[src/rtl/mmio_pkg.sv]
// Shared definitions for the memory-mapped UART transmitter.
// Holds the default register word addresses, the bit positions of the status
// word and the transmit FSM state encoding.
package mmio_pkg;

   // Default dmem word addresses of the two registers
   localparam logic [11:0] TX_ADDR_DEFAULT   = 12'hFF0;
   localparam logic [11:0] STAT_ADDR_DEFAULT = 12'hFF1;

   // Status word bit positions
   localparam int unsigned STAT_EMPTY_BIT = 0;
   localparam int unsigned STAT_FULL_BIT  = 1;
   localparam int unsigned STAT_BUSY_BIT  = 2;
   localparam int unsigned STAT_OVF_BIT   = 3;
   // Repeats FULL; reserved so software can later read a real level here
   localparam int unsigned STAT_LEVEL_BIT = 4;

   typedef enum logic [1:0] {
      StIdle  = 2'd0,
      StStart = 2'd1,
      StData  = 2'd2,
      StStop  = 2'd3
   } tx_state_e;

endpackage

[src/rtl/sync_fifo.sv]
// Synchronous FIFO with show-ahead read data.
// A push while full is accepted only when a pop happens on the same edge, in
// which case the count is unchanged. A pop while empty is ignored.
//
// Ports:
//   clk_i    clock, all state changes on its rising edge
//   rst_i    synchronous active-high reset (empties the FIFO)
//   push_i   write request, wdata_i is stored when accepted
//   wdata_i  write data
//   pop_i    read request, rdata_o is the entry being removed
//   rdata_o  oldest entry (valid when not empty)
//   full_o   count == DEPTH
//   empty_o  count == 0
//   count_o  number of stored entries
module sync_fifo #(
   parameter int unsigned WIDTH = 8,
   parameter int unsigned DEPTH = 8
) (
   input  logic                       clk_i,
   input  logic                       rst_i,
   input  logic                       push_i,
   input  logic [WIDTH-1:0]           wdata_i,
   input  logic                       pop_i,
   output logic [WIDTH-1:0]           rdata_o,
   output logic                       full_o,
   output logic                       empty_o,
   output logic [$clog2(DEPTH):0]     count_o
);

   localparam int unsigned PtrW = $clog2(DEPTH);
   localparam int unsigned CntW = PtrW + 1;

   logic [WIDTH-1:0] mem_q [DEPTH];
   logic [PtrW-1:0]  wr_ptr_q;
   logic [PtrW-1:0]  rd_ptr_q;
   logic [CntW-1:0]  count_q;
   logic             push_ok;
   logic             pop_ok;

   assign full_o  = (count_q == CntW'(DEPTH));
   assign empty_o = (count_q == '0);
   assign count_o = count_q;
   assign rdata_o = mem_q[rd_ptr_q];

   assign pop_ok  = pop_i && !empty_o;
   // The slot freed by a same-edge pop makes room for the push
   assign push_ok = push_i && (!full_o || pop_ok);

   always_ff @(posedge clk_i) begin
      if (rst_i) begin
         wr_ptr_q <= '0;
         rd_ptr_q <= '0;
         count_q  <= '0;
      end else begin
         if (push_ok) wr_ptr_q <= wr_ptr_q + PtrW'(1);
         if (pop_ok)  rd_ptr_q <= rd_ptr_q + PtrW'(1);
         count_q <= count_q + CntW'(push_ok) - CntW'(pop_ok);
      end
   end

   always_ff @(posedge clk_i) begin
      if (push_ok) mem_q[wr_ptr_q] <= wdata_i;
   end

endmodule

[src/rtl/mmio_uart_tx.sv]
// Memory-mapped 8N1 serial transmitter living beside dmem.
// Stores to TX_ADDR queue data[7:0]; a store to STAT_ADDR with data[0] set
// clears the sticky overflow flag. Reads of STAT_ADDR return the status word
// one cycle later, like dmem.
//
// Ports:
//   clock         master clock
//   reset         synchronous active-high reset, aborts any frame in flight
//   address_dmem  dmem word address
//   data          store data
//   wren          store enable
//   q_mmio        registered status word (0 unless last address was STAT_ADDR)
//   sel_mmio      registered: last address hit one of the two registers
//   tx            serial line, idle high
//   tx_busy       FIFO non-empty or frame in progress
//   overflow      sticky: a byte was dropped because the FIFO was full
module mmio_uart_tx
   import mmio_pkg::*;
#(
   parameter int unsigned CLKS_PER_BIT = 16,
   parameter int unsigned FIFO_DEPTH   = 8,
   parameter logic [11:0] TX_ADDR      = TX_ADDR_DEFAULT,
   parameter logic [11:0] STAT_ADDR    = STAT_ADDR_DEFAULT
) (
   input  logic        clock,
   input  logic        reset,
   input  logic [11:0] address_dmem,
   input  logic [31:0] data,
   input  logic        wren,
   output logic [31:0] q_mmio,
   output logic        sel_mmio,
   output logic        tx,
   output logic        tx_busy,
   output logic        overflow
);

   localparam int unsigned BaudW = (CLKS_PER_BIT > 2) ? $clog2(CLKS_PER_BIT) : 1;
   localparam int unsigned CntW  = $clog2(FIFO_DEPTH) + 1;
   localparam logic [BaudW-1:0] BaudReload = BaudW'(CLKS_PER_BIT - 1);

   tx_state_e        state_q;
   logic [BaudW-1:0] baud_q;
   logic [2:0]       bit_q;
   logic [7:0]       shift_q;
   logic             tx_q;
   logic             busy_q;
   logic             overflow_q;
   logic             sel_q;
   logic [31:0]      rdata_q;

   logic             push_req;
   logic             clr_req;
   logic             fifo_pop;
   logic             fifo_full;
   logic             fifo_empty;
   logic [7:0]       fifo_rdata;
   logic [CntW-1:0]  fifo_count;
   logic             push_ok;
   logic             drop;
   logic             frame_edge;
   logic             idle_next;
   logic [CntW-1:0]  count_nxt;
   logic [31:0]      stat_word;
   logic             unused_data;

   assign unused_data = ^data[31:8];

   assign push_req = wren && (address_dmem == TX_ADDR);
   assign clr_req  = wren && (address_dmem == STAT_ADDR) && data[0];

   // A new frame may start from IDLE or straight out of the last stop-bit cycle
   assign frame_edge = (state_q == StIdle) || ((state_q == StStop) && (baud_q == '0));
   assign fifo_pop   = frame_edge && !fifo_empty;
   assign idle_next  = frame_edge && fifo_empty;

   assign push_ok   = push_req && (!fifo_full || fifo_pop);
   assign drop      = push_req && fifo_full && !fifo_pop;
   assign count_nxt = fifo_count + CntW'(push_ok) - CntW'(fifo_pop);

   sync_fifo #(
      .WIDTH (8),
      .DEPTH (FIFO_DEPTH)
   ) u_fifo (
      .clk_i   (clock),
      .rst_i   (reset),
      .push_i  (push_req),
      .wdata_i (data[7:0]),
      .pop_i   (fifo_pop),
      .rdata_o (fifo_rdata),
      .full_o  (fifo_full),
      .empty_o (fifo_empty),
      .count_o (fifo_count)
   );

   // Transmit FSM; tx and tx_busy are registered from the next state
   always_ff @(posedge clock) begin
      if (reset) begin
         state_q <= StIdle;
         baud_q  <= '0;
         bit_q   <= '0;
         shift_q <= '0;
         tx_q    <= 1'b1;
         busy_q  <= 1'b0;
      end else begin
         busy_q <= !idle_next || (count_nxt != '0);
         unique case (state_q)
            StIdle: begin
               if (!fifo_empty) begin
                  shift_q <= fifo_rdata;
                  baud_q  <= BaudReload;
                  tx_q    <= 1'b0;
                  state_q <= StStart;
               end
            end
            StStart: begin
               if (baud_q == '0) begin
                  baud_q  <= BaudReload;
                  bit_q   <= '0;
                  tx_q    <= shift_q[0];
                  state_q <= StData;
               end else begin
                  baud_q <= baud_q - BaudW'(1);
               end
            end
            StData: begin
               if (baud_q == '0) begin
                  baud_q  <= BaudReload;
                  shift_q <= shift_q >> 1;
                  if (bit_q == 3'd7) begin
                     tx_q    <= 1'b1;
                     state_q <= StStop;
                  end else begin
                     bit_q <= bit_q + 3'd1;
                     tx_q  <= shift_q[1];
                  end
               end else begin
                  baud_q <= baud_q - BaudW'(1);
               end
            end
            StStop: begin
               if (baud_q == '0) begin
                  baud_q <= BaudReload;
                  if (!fifo_empty) begin
                     shift_q <= fifo_rdata;
                     tx_q    <= 1'b0;
                     state_q <= StStart;
                  end else begin
                     state_q <= StIdle;
                  end
               end else begin
                  baud_q <= baud_q - BaudW'(1);
               end
            end
         endcase
      end
   end

   always_comb begin
      stat_word                 = '0;
      stat_word[STAT_EMPTY_BIT] = fifo_empty;
      stat_word[STAT_FULL_BIT]  = fifo_full;
      stat_word[STAT_BUSY_BIT]  = busy_q;
      stat_word[STAT_OVF_BIT]   = overflow_q;
      stat_word[STAT_LEVEL_BIT] = (fifo_count == CntW'(FIFO_DEPTH));
   end

   // Overflow flag and read port; a same-edge drop beats a clear
   always_ff @(posedge clock) begin
      if (reset) begin
         overflow_q <= 1'b0;
         sel_q      <= 1'b0;
         rdata_q    <= '0;
      end else begin
         if (drop) begin
            overflow_q <= 1'b1;
         end else if (clr_req) begin
            overflow_q <= 1'b0;
         end
         sel_q   <= (address_dmem == TX_ADDR) || (address_dmem == STAT_ADDR);
         rdata_q <= (address_dmem == STAT_ADDR) ? stat_word : 32'h0;
      end
   end

   assign tx       = tx_q;
   assign tx_busy  = busy_q;
   assign overflow = overflow_q;
   assign sel_mmio = sel_q;
   assign q_mmio   = rdata_q;

endmodule

[config.mk]
export PLATFORM = sky130hd
export DESIGN_NAME = mmio_uart_tx
export DESIGN_NICKNAME = d
export VERILOG_FILES = /design/src/rtl/mmio_pkg.sv /design/src/rtl/sync_fifo.sv /design/src/rtl/mmio_uart_tx.sv
export SDC_FILE = /design/constraint.sdc
export NUM_CORES = 1
export LEC_CHECK = 0
export CAP_MARGIN = 10
export CORE_MARGIN = 4
export CORE_UTILIZATION = 50
export CTS_CLUSTER_SIZE = 40
export DETAILED_ROUTE_END_ITERATION = 6
export PLACE_DENSITY = 0.76
export SLEW_MARGIN = 0
export SYNTH_ARGS = -nofsm -noshare
export SYNTH_HDL_FRONTEND = slang
export SYNTH_SLANG_ARGS = --single-unit
[constraint.sdc]
create_clock -name clock -period 3.75 [get_ports clock]
set_input_delay 0.75 -clock clock [delete_from_list [all_inputs] [get_ports clock]]
set_output_delay 0.75 -clock clock [all_outputs]
set_load 0.05 [all_outputs]
After elaboration in Yosys (flattened, before gate mapping)
Memory sizes are Yosys's and may differ from the RTL's. A register that Yosys moved wholly into a read port is not among the register bits.
Index checks and enable logic that the tools add are counted.
Widths: inputs -> output; s select.
- register bits: 63
- RAM bits: 64
- bits of input ports: 47
- output and inout port bits: 36
- logic and storage cells: 99
- memories kept: 1
- memory list (name ; depth ; bits a word ; rd ports ; clocked after memory_dff ; write ports ; RTL line ; source):
    u_fifo.mem_q ; 8 ; 8 ; 1 ; 1 ; 1 ; sync_fifo.sv:33 ; logic [WIDTH-1:0] mem_q [DEPTH];
- add/subtract/negate cells: 8
- equal/unequal tests: 13
- muxes and demuxes: 30
- bitwise operators: 1
- reduce and logical (&&, ||, !) cells: 33
- operator list (kind ; count):
    $eq 12x12->1 const B ; 2
    $mux 8 ; 3
    $pmux 8 s3 ; 1
    $mux 3 ; 5
    $logic_and 1x1->1 ; 11
    $mux 1 ; 10
    $mux 2 ; 5
    $ne 2x2->1 const B ; 5
    $add 3x1->3 const B ; 3
    $add 4x1->4 ; 2
    $logic_not 4->1 ; 2
    $mux 4 ; 2
    $pmux 2 s4 ; 1
    $pmux 4 s2 ; 1
    $sub 4x1->4 ; 2
    $pmux 3 s2 ; 1
    $reduce_and 3->1 ; 2
    $logic_or 1x1->1 ; 5
    $reduce_and 5->1 ; 1
    $eq 2x2->1 const B ; 2
    $eq 4x4->1 const B ; 1
    $logic_not 1->1 ; 4
    $pmux 1 s4 ; 1
    $reduce_and 4->1 ; 1
    other kinds (11) ; 12

Depth between registers and ports, before layout
Gate-level depths: netlist (run 1).
- word-level depth: 10
- gate-level depth with buffers: 15
- depth with buffers taken out: 14

Modules after synthesis
Synthesis (run 1) repeated with hierarchy kept, for this count alone.
- cell total of the unflattened synthesis: 381
- area, all modules: 4923.5 um2
- by module, submodules not included (module ; instances ; cells an instance ; area an instance (um2) ; sequential area each (um2)):
    sync_fifo ; 1 ; 189 ; 3216.8 ; 2182.1
    mmio_uart_tx ; 1 ; 192 ; 1706.6 ; 520.5

Least setup slack after synthesis (run 1)
Ideal clock, no wire load.
- path type: input port to flip-flop
- start: in address_dmem[1]
- end: mem u_fifo.mem_q[1][0] (enable)
- library setup time: 0.398 ns
- data arrival time: 2.945 ns
- required time: 3.352 ns
- setup slack: 0.407 ns
- cell stages on the path: 4
- path buffers: 0
- path through: or4b_4 nor4_1 nand3_2 nor4b_1
- word-level cells in the longest chain between the ends: 5
- RTL lines (item ; RTL line ; source):
    from (decl) ; mmio_uart_tx.sv:27 ; input logic [11:0] address_dmem,
    $eq 12x12->1 ; mmio_uart_tx.sv:68 ; assign push_req = wren && (address_dmem == TX_ADDR);
    $logic_and 1x1->1 ; mmio_uart_tx.sv:68 ;
    $logic_and 1x1->1 ; sync_fifo.sv:47 ; assign push_ok = push_i && (!full_o || pop_ok);
    $mux 1 ; sync_fifo.sv:62 ; if (push_ok) mem_q[wr_ptr_q] <= wdata_i;
    $mux 1 (not written as such) ; sync_fifo.sv:62 ;
    to (decl) ; sync_fifo.sv:33 ;
No other way between the ends.

Worst setup path in the final report (run 1)
- start: reg state_q[1]
- end: reg busy_q (netlist: tx_busy)
- word-level cells in the longest chain between the ends: 10
- elaborated cells between the ends (all ways): 13
- those cells by class: add/sub: 2; eq/ne: 1; reduce/logical: 10
- RTL lines (item ; RTL line ; source):
    from (decl) ; mmio_uart_tx.sv:41 ; tx_state_e state_q;
    from (signal assigned) ; mmio_uart_tx.sv:98 ; state_q <= StIdle;
    from (signal assigned) ; mmio_uart_tx.sv:112 ; state_q <= StStart;
    from (signal assigned) ; mmio_uart_tx.sv:120 ; state_q <= StData;
    $eq 2x2->1 ; mmio_uart_tx.sv:72 ; assign frame_edge = (state_q == StIdle) || ((state_q == StStop) && (baud_q == '0));
    $logic_and 1x1->1 ; mmio_uart_tx.sv:72 ;
    $logic_or 1x1->1 * ; mmio_uart_tx.sv:72 ;
    $logic_and 1x1->1 ; mmio_uart_tx.sv:73 ; assign fifo_pop = frame_edge && !fifo_empty;
    $logic_or 1x1->1 ; mmio_uart_tx.sv:76 ; assign push_ok = push_req && (!fifo_full || fifo_pop);
    $logic_and 1x1->1 ; mmio_uart_tx.sv:76 ;
    $add 4x1->4 ; mmio_uart_tx.sv:78 ; assign count_nxt = fifo_count + CntW'(push_ok) - CntW'(fifo_pop);
    $sub 4x1->4 ; mmio_uart_tx.sv:78 ;
    $reduce_bool 4->1 ; mmio_uart_tx.sv:105 ; busy_q <= !idle_next || (count_nxt != '0);
    $logic_or 1x1->1 * ; mmio_uart_tx.sv:105 ;
    to (signal assigned) ; mmio_uart_tx.sv:105 ;
    to (decl) ; mmio_uart_tx.sv:46 ; logic busy_q;
Mark *: on every way between the ends. The rest lies on a longest branch, timed or not.
A chain may end at the register's enable or synchronous reset.

==> reports/results.ini, run 1 <==
[timing]
fmax_ghz=0.309
worst_pin_slew_ns=1.00
setup_viol=0
maxSlewViolCount=0
post-route-period-util_pct=86.2
final-hold-violation-count=0
rsz0062_at_grt=no
finalSetupTns_ns=0
slew_headroom_pct=32.4
finalCriticalPeriod_ns=3.23
worst_clock_skew_ns=0.0184

[clock_tree]
insertion_delay_ns=0.38
cts_htree_levels=3
cts_resized=0
cts.clk_slew.worst_paths_ns=0.12
postCtsSetupRepairBufs=0
cts-root-buf=clkbuf_8
cts_sinks=102
cts_tree=yes
cts.path.max_buffers=2
cts_made_buffers=9
hold_buffers=0

[worst_setup_path]
crit_path_start_kind=register
crit_cells=13
path_max_fanout=7
cp-end-kind=register
reg2reg_from=state_q[1]
reg2reg_to=tx_busy
slowest_stage=nor4bb_1
cp.required_ns=4.03
path_delay_family=adder cells
r2r_cells=13
cp-startpoint=state_q[1]
path_cells=ha_1 -> nor4bb_1 -> o21ai_0 -> inv_1 -> ha_1 -> inv_1 -> ha_1 -> inv_1 -> fa_1 -> xor2_1 -> nand3b_1 -> nor3_1 -> a21oi_1
r2r_slack_ns=0.52
slowest_delay_ns=0.55
crit_buf_inv=3
worstSetupPathType=reg2reg
cp.arrival_ns=3.51

[routing]
wl_met1_mm=3.64
drc_errors=0
drtAntennaViolNets=0
drt-vias-per-instance=5.56
wl_met2_mm=4.22
drt-initial-drc-count=214
wl_per_cell_um=16.5
dr_wl_met3_um=369
num_vias=2806
drtPass1Iterations=5
wl_mm=8.36
top_layer=met4

[die]
fp.dieArea_sq_um=10900
core_sq_um=8890
rows=34
die_w_um=105
dieHeight_um=105
ios=83
initial_core_util_pct=52.4

[yosys]
synth_area_leaders=edfxtp_1 (41%), dfxtp_1 (16%), mux4_2 (7.7%)
avgSynthCellArea_sq_um=13.2
seq_area_frac_synth_pct=57.6
async_flop_share_pct=0
synth-edff-count=64
ys_warn_count=0
yosys_register_bits=102
synth_top_area_cell=edfxtp_1
synthTopCellsByCount=edfxtp_1 (64), dfxtp_1 (38), buf_4 (28)
yosysTopAreaCellShare_pct=41.3
ys.flop_type=edfxtp_1
synth_most_common_cell=edfxtp_1
ys_types=52
syn_area_sq_um=4660
synth_cells=352

[flow_run]
cap_violations=0

[power]
p_per_area_nw_per_um2=631
p_leak_nw=1.89
ir_drop_mv=0.329
power_w=0.00331

[hold_path]
min_path_cells=2
min_path_type=reg2reg
hold_end=q_mmio[3]
min_from=overflow

[final_layout]
diodes=0
drive_above_1_share_pct=12.8
syn_to_final_growth_pct=12.6
finalNetCount=461

[global_route]
grt_overflow=0
grt_pass1_vias=2748
antenna_found_initial=0
grt_usage_pct=16.0
grt_pass1_wl_mm=13.7
grt_max_degree=23

[place]
portBuffers=31
place_congestion=0.817
place_hpwl_mm=5.84

[run_status]
status=complete, no violations

==> registers in the layout, summed over array words and instances, names as in the netlist, 2 cells and up, named ones only <==
signal           flops
state_q              2
u_fifo.rd_ptr_q      3
shift_q              8
bit_q                3
q_mmio               4
baud_q               4
u_fifo.mem_q        64
u_fifo.count_o       4
u_fifo.wr_ptr_q      3
==> where the power goes <==
group / leakage (nW) / total (W) / switching [W] / internal [W]
Combinational: 0.897 / 0.00118 / 0.000642 / 0.000538
Sequential: 0.887 / 0.00142 / 0.000112 / 0.00131
Clock: 0.107 / 0.000708 / 0.000433 / 0.000275
Total: 1.89 / 0.00331 / 0.00119 / 0.00212
==> worst reg2reg max path: stages, from the launching register on <==
cell	delay, ns
dfxtp_1	0.43
ha_1	0.32
nor4bb_1	0.55
o21ai_0	0.35
inv_1	0.12
ha_1	0.23
inv_1	0.06
ha_1	0.17
inv_1	0.06
fa_1	0.38
xor2_1	0.14
nand3b_1	0.08
nor3_1	0.16
a21oi_1	0.09
==> final cells by class <==
type / instances / area, sq um
sequential: 102 / 2680
multi-input combinational: 212 / 1720
inverter: 24 / 90.1
clock buffer: 9 / 124
clock inverter: 7 / 88.8
timing repair buffer: 43 / 400
fill: 681 / 3650
tap: 108 / 135
==> cells by family (layout without fill, tap and decap cells) <==
group           count (synthesis)  count (layout)  share of synthesized area, %
flops                         102             102                          57.6
simple gates                   77              77                          9.62
buf+inv                        64              83                          7.50
compound gates                 55              55                          8.14
mux                            26              26                          9.89
fa+ha+maj                      22              22                          6.23
xor+xnor                        5               5                         0.941
other cells                     1              27                        0.0805
==> layer usage <==
| layer | track usage [%] | up-vias |
|---|---|---|
| li1 | - | 1343 |
| met1 | 20.2 | 1372 |
| met2 | 27.2 | 80 |
| met3 | 2.92 | 11 |
| met4 | 6.27 | 0 |
| met5 | 0 | - |
==> worst max path at each step <==
stage                     slack, ns                  to
after CTS                      0.59             tx_busy
after global routing           0.34             tx_busy
after detailed placement       0.34             tx_busy
after global placement         0.39             tx_busy
final                          0.52             tx_busy
after floorplan                0.41  u_fifo.mem_q[1][0]
==> metrics by stage <==
step / utilization [%] / cells / hold WS [ns] / setup WS [ns] / area [sq um]
final: 59.0 / 505 / 0.468 / 0.519 / 5240
after detailed placement: 56.6 / 489 / 0.452 / 0.344 / 5030
after global placement: 56.6 / 489 / 0.448 / 0.389 / 5030
after CTS: 59.0 / 505 / 0.468 / 0.586 / 5240
after global routing: 59.0 / 505 / 0.503 / 0.336 / 5240
after floorplan: - / 378 / 0.434 / 0.407 / 4750
==> placed cells by master (no fill, tap or decap), types with 3 or more instances in the layout <==
master,count
nor4_1,6
a221o_1,8
edfxtp_1,64
clkbuf_8,9
or3_1,4
a311oi_1,4
mux2i_1,10
nor2_1,19
dfxtp_1,38
nor3_1,6
conb_1,27
clkdlybuf4s50_1,31
inv_1,24
o21ai_0,9
mux4_2,16
nand2_1,9
nor3b_1,4
nand2b_1,5
buf_4,12
o31ai_1,3
a21oi_1,17
xnor2_1,3
ha_1,20
nor4b_1,3
Power figures use the tool's default switching activity.
==> run 2: changes to the inputs <==
--- a/config.mk
+++ b/config.mk
@@ -5,13 +5,14 @@
 export SDC_FILE = /design/constraint.sdc
 export NUM_CORES = 1
 export LEC_CHECK = 0
-export CAP_MARGIN = 10
 export CORE_MARGIN = 4
 export CORE_UTILIZATION = 50
 export CTS_CLUSTER_SIZE = 40
 export DETAILED_ROUTE_END_ITERATION = 6
+export MAX_ROUTING_LAYER = met4
 export PLACE_DENSITY = 0.76
 export SLEW_MARGIN = 0
 export SYNTH_ARGS = -nofsm -noshare
 export SYNTH_HDL_FRONTEND = slang
+export SYNTH_HIERARCHICAL = 1
 export SYNTH_SLANG_ARGS = --single-unit
==> run 2 against run 1 <==
Against the previous run: sequential power is essentially flat; final cell count grew 9.5%; wire length grew 6.2%; combinational power grew 12%; largest power group unchanged; synthesized cell count grew 8.2%.
==> reports/results.ini, run 2 <==
[worst_setup_path]
worstSetupPathType=in2reg
cp.arrival_ns=3.48  ; -0.03 ns
cp.required_ns=3.99  ; -0.04 ns
cp-end-kind=register
crit_path_start_kind=primary input
slowest_stage=or4b_4
path_cells=clkdlybuf4s50_1 -> or4b_4 -> nor4_2 -> nand2_1 -> ha_1 -> inv_1 -> ha_1 -> inv_1 -> fa_1 -> xnor2_1 -> nor4_1 -> a21oi_1
path_max_fanout=2  ; -5
slowest_delay_ns=0.54  ; about the same

[yosys]
synth_most_common_cell=edfxtp_1
syn_area_sq_um=4920  ; +5.7%
ys.flop_type=edfxtp_1
synth-edff-count=64  ; unchanged
avgSynthCellArea_sq_um=12.9  ; -2.3%
async_flop_share_pct=0  ; unchanged
synth_cells=381  ; +8.2%
synth_area_leaders=edfxtp_1 (39%), dfxtp_1 (16%), mux4_2 (7.3%)
ys_types=57  ; +9.6%
yosys_register_bits=103  ; +0.98%
synthTopCellsByCount=edfxtp_1 (64), dfxtp_1 (39), buf_4 (28)
synth_top_area_cell=edfxtp_1
yosysTopAreaCellShare_pct=39.0  ; -2.2 points
ys_warn_count=6  ; +6
seq_area_frac_synth_pct=54.9  ; -2.7 points

[global_route]
antenna_found_initial=0  ; unchanged
grt_pass1_wl_mm=14.8  ; +7.9%
grt_pass1_vias=2937  ; +6.9%
grt_max_degree=32  ; +39%
grt_overflow=0  ; unchanged
grt_usage_pct=17.0  ; +1.0 points

[power]
p_per_area_nw_per_um2=621  ; -1.6%
ir_drop_mv=0.276  ; -16%
power_w=0.00341  ; +3.1%
p_leak_nw=1.94  ; +2.4%

[die]
rows=35  ; +2.9%
core_sq_um=9420  ; +5.9%
ios=83  ; unchanged
dieHeight_um=107  ; +2.6%
fp.dieArea_sq_um=11500  ; +5.3%
initial_core_util_pct=52.3  ; -0.086 points
die_w_um=107  ; +2.6%

[clock_tree]
cts_resized=0  ; unchanged
cts_tree=yes
cts_sinks=103  ; +0.98%
postCtsSetupRepairBufs=0  ; unchanged
insertion_delay_ns=0.37  ; about the same
cts-root-buf=clkbuf_8
hold_buffers=0  ; unchanged
cts.clk_slew.worst_paths_ns=0.10  ; -0.02 ns
cts_htree_levels=3  ; unchanged
cts.path.max_buffers=2  ; unchanged
cts_made_buffers=9  ; unchanged

[timing]
post-route-period-util_pct=86.5  ; +0.34 points
whs_ns=0.489  ; +0.0213 ns
rsz0062_at_grt=no
final-hold-violation-count=0  ; unchanged
finalSetupTns_ns=0  ; unchanged
slew_headroom_pct=46.0  ; +14 points
setup_viol=0  ; unchanged
worst_pin_slew_ns=0.809  ; -0.196 ns
fmax_ghz=0.308  ; -0.40%
maxSlewViolCount=0  ; unchanged
worst_clock_skew_ns=0.0128  ; -0.00556 ns
finalCriticalPeriod_ns=3.24  ; +0.0129 ns

[routing]
drt-initial-drc-count=106  ; -50%
drtPass1Iterations=4  ; -1
wl_mm=8.87  ; +6.2%
wl_per_cell_um=16.0  ; -3.0%
drt-vias-per-instance=5.38  ; -3.1%
drc_errors=0  ; unchanged
num_vias=2976  ; +6.1%
drtAntennaViolNets=0  ; unchanged

[final_layout]
syn_to_final_growth_pct=11.5
final_cell_mix=edfxtp_1 (64), dfxtp_1 (39), clkdlybuf4s50_1 (31)
regMostFlops=u_fifo/mem_q
finalNetCount=490  ; +6.3%
drive_above_1_share_pct=15.6  ; +2.7 points
mostFrequentLayoutCell=edfxtp_1
largest_reg_flops=64  ; unchanged
final.fill_count=756  ; +11%
final_util_pct=58.3  ; -0.67 points
diodes=0  ; unchanged

[run_status]
status=complete, no violations

[place]
portBuffers=31  ; unchanged
place_hpwl_mm=6.10  ; +4.4%
place_congestion=0.751  ; -8.0%

[hold_path]
min_path_type=reg2reg

[flow_run]
cap_violations=0  ; unchanged

run 2: through the flow:
| stage | cell area (sq um) | instances | worst slack [ns] |
|---|---|---|---|
| after global placement | 5310 | 537 | 0.192 |
| after detailed placement | 5310 | 537 | 0.142 |
| final | 5490 | 553 | 0.506 |
| after global routing | 5490 | 553 | 0.256 |
| after CTS | 5490 | 553 | 0.511 |
| after floorplan | 5020 | 407 | 0.533 |
run 2: layer usage:
| layer | track usage [%] | wire length [um] | share of wire [%] | vias up |
|---|---|---|---|---|
| met1 | 21.3 | 3860 | 43 | 1458 |
| li1 | - | - | - | 1428 |
| met5 | - | 0 | 0 | - |
| met3 | 3.25 | 393 | 4.4 | 12 |
| met4 | 5.39 | 117 | 1.3 | 0 |
| met2 | 28.0 | 4500 | 51 | 78 |
run 2: report_power, final:
group / switching (W) / internal [W]
Sequential: 0.000107 / 0.00132
Clock: 0.000404 / 0.000257
Combinational: 0.000755 / 0.000568
Total: 0.00127 / 0.00214
run 2: path summary, 6_finish.rpt:
path / startpoint / end / slack, ns / depth (start not counted)
worst max register to register: baud_q[0] / u_fifo/count_o[2] / 0.57 / 13
worst max-delay path: address_dmem[1] / tx_busy / 0.51 / 12
worst min-delay path: tx_busy / q_mmio[2] / 0.49 / 1
worst min register to register: tx_busy / q_mmio[2] / 0.49 / 1
run 2: cells by family (layout without fill, tap and decap cells):
logic type	Yosys count	count (layout)	synth area share, %
mux	35	35	11.4
flops	103	103	54.9
other cells	1	27	0.0762
buf+inv	65	82	7.55
fa+ha+maj	24	24	6.40
compound gates	50	50	7.22
simple gates	100	100	11.9
xor+xnor	3	3	0.534
run 2: critical path, delay by kind of cell:
kind	cells	cell delay, ns
buffers and inverters	3	0.52
XOR/XNOR	1	0.15
AO/OA/AOI/OAI	1	0.10
adder cells (fa/ha/maj)	3	0.82
AND/OR/NAND/NOR	4	1.15
run 2: layout make-up:
type                    count  area (sq um)  share of cell area, %
inverters                  22          87.6                   1.60
clock buffers               9           124                   2.26
well taps                 129           161                   2.94
flip-flops and latches    103          2700                   49.2
clock inverters             7          60.1                   1.09
repair buffers             44           408                   7.43
multi-input cells         239          1950                   35.5
